File: src/rtl/instr_type_cycler.sv
// Walks a fixed RV32 opcode table, decodes each entry to a type code and drives board LEDs.
// Define CYCLER_STEP_EN to add a synchronised single-step button that works while paused.
module instr_type_cycler #(
  parameter int unsigned DELAY_COUNT    = 50_000_000,
  parameter int unsigned NUM_INSTR      = 10,
  parameter int unsigned LED_W          = 4,
  parameter int unsigned LED_ACTIVE_LOW = 1
) (
  input  logic             clk,
  input  logic             rst,
  input  logic             pause,
  input  logic             step,
  output logic [LED_W-1:0] led,
  output logic [3:0]       type_code,
  output logic [3:0]       idx,
  output logic             illegal
);

  localparam int unsigned      CntW   = $clog2(DELAY_COUNT);
  localparam logic [CntW-1:0]  CntMax = CntW'(DELAY_COUNT - 1);
  localparam logic [3:0]       IdxMax = 4'(NUM_INSTR - 1);
  localparam logic [LED_W-1:0] LedOff = {LED_W{LED_ACTIVE_LOW != 0}};

  // Table repeats every ten entries; the tenth slot is a deliberately illegal opcode.
  function automatic logic [6:0] opcode_at(input logic [3:0] k);
    logic [3:0] m;
    m = (k >= 4'd10) ? k - 4'd10 : k;
    case (m)
      4'd0:    opcode_at = 7'b0110011;
      4'd1:    opcode_at = 7'b0010011;
      4'd2:    opcode_at = 7'b0100011;
      4'd3:    opcode_at = 7'b0000011;
      4'd4:    opcode_at = 7'b1100011;
      4'd5:    opcode_at = 7'b1101111;
      4'd6:    opcode_at = 7'b1100111;
      4'd7:    opcode_at = 7'b0110111;
      4'd8:    opcode_at = 7'b0010111;
      default: opcode_at = 7'b1111111;
    endcase
  endfunction

  function automatic logic [3:0] decode(input logic [6:0] op);
    case (op)
      7'b0110011: decode = 4'd1;
      7'b0010011: decode = 4'd2;
      7'b0100011: decode = 4'd3;
      7'b0000011: decode = 4'd4;
      7'b1100011: decode = 4'd5;
      7'b1101111: decode = 4'd6;
      7'b1100111: decode = 4'd7;
      7'b0110111: decode = 4'd8;
      7'b0010111: decode = 4'd9;
      default:    decode = 4'd15;
    endcase
  endfunction

  logic [CntW-1:0]  r_cnt, w_cnt_d;
  logic [3:0]       r_idx, w_idx_d, w_idx_wrap;
  logic [3:0]       r_type, w_type_d;
  logic             r_illegal, w_illegal_d;
  logic [LED_W-1:0] r_led, w_led_d, w_led_raw;
  logic             w_step_edge;

`ifdef CYCLER_STEP_EN
  logic r_step_s1, r_step_s2, r_step_dly;

  always_ff @(posedge clk) begin
    if (rst) begin
      r_step_s1  <= 1'b0;
      r_step_s2  <= 1'b0;
      r_step_dly <= 1'b0;
    end else begin
      r_step_s1  <= step;
      r_step_s2  <= r_step_s1;
      r_step_dly <= r_step_s2;
    end
  end

  assign w_step_edge = r_step_s2 & ~r_step_dly;
`else
  logic w_unused_step;
  assign w_unused_step = step;
  assign w_step_edge   = 1'b0;
`endif

  assign w_idx_wrap = (r_idx >= IdxMax) ? 4'd0 : r_idx + 4'd1;

  always_comb begin
    w_cnt_d = r_cnt;
    w_idx_d = r_idx;
    if (pause) begin
      w_cnt_d = '0;
      if (w_step_edge) w_idx_d = w_idx_wrap;
    end else if (r_cnt == CntMax) begin
      w_cnt_d = '0;
      w_idx_d = w_idx_wrap;
    end else begin
      w_cnt_d = r_cnt + 1'b1;
    end
  end

  // Decode follows r_idx, so outputs lag an index change by one cycle.
  always_comb begin
    w_type_d    = decode(opcode_at(r_idx));
    w_illegal_d = (w_type_d == 4'd15);
    w_led_raw   = '0;
    w_led_raw[3:0] = w_type_d;
    if (LED_W > 4) w_led_raw[LED_W-1] = w_illegal_d;
    w_led_d = (LED_ACTIVE_LOW != 0) ? ~w_led_raw : w_led_raw;
  end

  always_ff @(posedge clk) begin
    if (rst) begin
      r_cnt     <= '0;
      r_idx     <= 4'd0;
      r_type    <= 4'd0;
      r_illegal <= 1'b0;
      r_led     <= LedOff;
    end else begin
      r_cnt     <= w_cnt_d;
      r_idx     <= w_idx_d;
      r_type    <= w_type_d;
      r_illegal <= w_illegal_d;
      r_led     <= w_led_d;
    end
  end

  assign led       = r_led;
  assign type_code = r_type;
  assign idx       = r_idx;
  assign illegal   = r_illegal;

endmodule
File: config.mk
export PLATFORM = sky130hd
export DESIGN_NAME = instr_type_cycler
export DESIGN_NICKNAME = d
export VERILOG_FILES = /design/src/rtl/instr_type_cycler.sv
export SDC_FILE = /design/constraint.sdc
export NUM_CORES = 1
export LEC_CHECK = 0
export BUFFER_PORTS_ARGS = -buffer_cell sky130_fd_sc_hd__clkbuf_2
export CAP_MARGIN = 30
export CORE_ASPECT_RATIO = 0.9
export CORE_MARGIN = 2
export CORE_UTILIZATION = 50
export CTS_BUF_LIST = sky130_fd_sc_hd__clkbuf_4
export CTS_CLUSTER_DIAMETER = 80
export DETAILED_ROUTE_END_ITERATION = 8
export PLACE_DENSITY_LB_ADDON = 0.3
export SYNTH_ARGS = -nofsm -noshare
export SYNTH_HDL_FRONTEND = slang
export SYNTH_SLANG_ARGS = --single-unit
export TNS_END_PERCENT = 20
File: constraint.sdc
create_clock -name clk -period 1.95 [get_ports clk]
set_input_delay 0.195 -clock clk [delete_from_list [all_inputs] [get_ports clk]]
set_output_delay 0.195 -clock clk [all_outputs]
set_load 0.01 [all_outputs]
==> summary.md <==
| Metric | Value |
|---|---|
| Detailed-placement wirelength estimate | `3080 um` |
| Critical Path Stages | `6` |
| Max incr delay on CP | `0.37 ns` |
| Cts-stage hold buffer count | `0` |
| Synth Flop Type | `dfxtp_1` |
| Routed vias/inst | `5.74` |
| Syn. warnings | `0` |
| Async S/R FF share, synth | `0%` |
| Max Root-Sink Buffers | `2` |
| Max-slew violations | `0` |
| Setup TNS | `0 ns` |
| Fin nets | `260` |
| Synth cell types | `48` |
| Antenna violations before repair | `0` |
| Die ar. | `4410 um2` |
| Routed wire length | `4100 um` |
| Fin cells | `296` |
| WL/cell | `13.8 um` |
| Global-route wire length before repair | `6830 um` |
| Gpl congestion | `0.881` |
| Startpoint types | `flip-flop` |
| Ranking of synthesized cells by area | `dfxtp_1, ha_1, xor2_1, a21oi_1, o21ai_0` |
| RSZ-0062 raised after global routing | `false` |
| Starting density of the core | `52.1%` |
| Final ANT Viol Nets | `0` |
| GRT Util Overall | `19.4%` |
| Critical path arrival | `2.06 ns` |
| P per Cell Area | `539 nW/um2` |
| DIE HEIGHT | `63.2 um` |
| Max stage delay cell, worst path | `maj3_1` |
| Largest net degree at the start of global routing | `15` |
| CP Cell Sequence | `inv_1 > ha_1 > nor3_1 > o21ai_1 > maj3_1 > a221o_1` |
| Row count | `21` |
| Vias in the first global route | `1495` |
| R2R setup slack | `0.14 ns` |
| End of the critical path | `led[2]$_SDFF_PP1_` |
| Worst slew pin tran | `0.611 ns` |
| Core Region | `3730 um2` |
| Seq/Total Area, Yosys | `40.1%` |
| Max IR drop VDD | `0.432 mV` |
| Cell taking the most area after synthesis | `dfxtp_1` |
| DRC | `0` |
| # IOs | `17` |
| Share of post-route cells with drive strength above 1 | `26.0%` |
| Number of clock buffers inserted by TritonCTS | `5` |
| Fin. Hold Viols | `0` |
| Pleak | `0.000873 uW` |
| Ant. Diodes | `0` |
| Slew headroom | `58.9%` |
| RR Startpoint | `idx[0]$_SDFFE_PP0P_` |
| Critical path class | `reg -> reg` |
| Setup bufs post-CTS | `0` |
| Syn Nets | `220` |
| Maximum fanout along the worst path | `4` |
| Clock skew | `0.0109 ns` |
| Max-cap viol count | `0` |
| Iter 0 DRT Violations | `87` |
| Worst Path Required | `2.20 ns` |
| Bufs and invs on worst path | `1` |
| Clk_lat worst skew | `0.35 ns` |
| CTS tree | `yes` |
| Post-Syn Area | `1950 um2` |
| Synth-to-Final Area Change | `18.0%` |
| Commonest non-fill, non-tap cells in the layout | `dfxtp_1, buf_4, nor2_1, a21oi_1, clkbuf_2` |
| Dpl cells | `288` |
| Vias post-DR | `1698` |
| Setup violations, final | `0` |
| Post-Syn Area per Cell | `9.31 um2` |
| Drt first pass iters | `4` |
| H-tree levels | `2` |
| PortBufs | `15` |
| Synth Register Bits | `39` |
| Top cell family by delay on the critical path | `adder cells` |
| Crit path launch | `idx[0]$_SDFFE_PP0P_` |
| EDFF count, synth | `0` |
| Min cycle time layout | `1.81 ns` |
| Die X-Extent | `69.8 um` |
| Total global routing overflow | `0` |
| Fmax | `0.552 GHz` |
| Fin crit share | `92.8%` |
| Most common cell after layout, fill and taps aside | `dfxtp_1` |
| Yosys top cell area share | `40.1%` |
| Reg2reg end | `led[2]$_SDFF_PP1_` |
| Clock-pin slew on the worst setup and hold paths | `0.11 ns` |
| Status | `finished, final reports clean` |
| CTS sink count | `39` |
| Critical Path End Type | `flip-flop` |
| Mapped Cells | `209` |
| Hold crit path type | `in -> reg` |
| CTS root buf | `clkbuf_4` |
| Worst reg-to-reg path cell count | `6` |
==> metrics by stage <==
stage          hold WS [ns]  instance area, um2  util, %  worst slack, ns  power, uW
2_1_floorplan         0.267                1950        -           0.0208        840
5_1_grt              0.0645                2300     61.5           0.0191       1300
6_report             0.0622                2300     61.5            0.140       1240
4_1_cts              0.0609                2290     61.3           0.0450       1250
3_3_place_gp          0.422                2240     59.9           0.0606        856
3_5_place_dp          0.433                2240     59.9           0.0688        857
==> where the power goes <==
group          switching (uW)  internal [uW]  total (uW)  leakage (uW)
clock                     252            148         399     0.0000307
sequential               1.52            800         802      0.000316
combinational            20.9           15.5        36.4      0.000526
==> registers in the layout, summed over array words and instances, names as in the netlist <==
name       cells
r_cnt         26
idx            4
illegal        1
led            4
type_code      4
==> worst min-delay path by stage <==
stage                      from                       to  slack (ns)  depth (start not counted)
final                     pause      r_cnt[6]$_SDFF_PP0_        0.06                          2
after global placement    pause      r_cnt[6]$_SDFF_PP0_        0.42                          2
after global routing      pause      r_cnt[6]$_SDFF_PP0_        0.06                          2
after CTS                 pause      r_cnt[6]$_SDFF_PP0_        0.06                          2
after floorplan             rst  type_code[3]$_SDFF_PP0_        0.27                          1
after detailed placement  pause      r_cnt[6]$_SDFF_PP0_        0.43                          2
==> final cells by class <==
class | count | area (um2)
clock inverters | 2 | 7.51
clock buffers | 6 | 45.0
fillers | 340 | 1440
well taps | 46 | 57.6
inverters | 6 | 22.5
repair buffers | 42 | 278
flip-flops and latches | 39 | 783
multi-input cells | 155 | 1100
==> Yosys cell counts, types with 4 or more instances <==
cell and count:
a21oi_1 15, and3_1 5, and4_1 4, clkbuf_1 5
dfxtp_1 39, ha_1 7, inv_1 6, nand2_1 7
nand3_1 9, nand4_1 11, nor2_1 15, nor3_1 4
o21ai_0 14, o31ai_1 4, or3_1 8, xor2_1 9
==> cells by family after synthesis <==
kind of cell / synth area share [%]
fa+ha+maj: 5.02
compound gates: 16.8
flops: 40.1
xor+xnor: 4.95
mux: 0.579
simple gates: 28.9
buf+inv: 3.54
==> worst register-to-register path: stages (launching register included) <==
cell and delay (ns):
dfxtp_2 0.33, inv_1 0.05, ha_1 0.21, nor3_1 0.24
o21ai_1 0.17, maj3_1 0.37, a221o_1 0.35
==> layer usage <==
layer | track usage [%] | wire, um
met4 | 6.49 | 59
met1 | 27.1 | 2060
met3 | 4.48 | 183
met2 | 29.6 | 1800
met5 | 0 | 0
==> repair_timing <==
action,in CTS,in global routing
endpoints found under the hold margin,0,0
gates resized for setup,0,3
endpoints found under the setup margin,0,22
(Power assumes the default switching activity.)
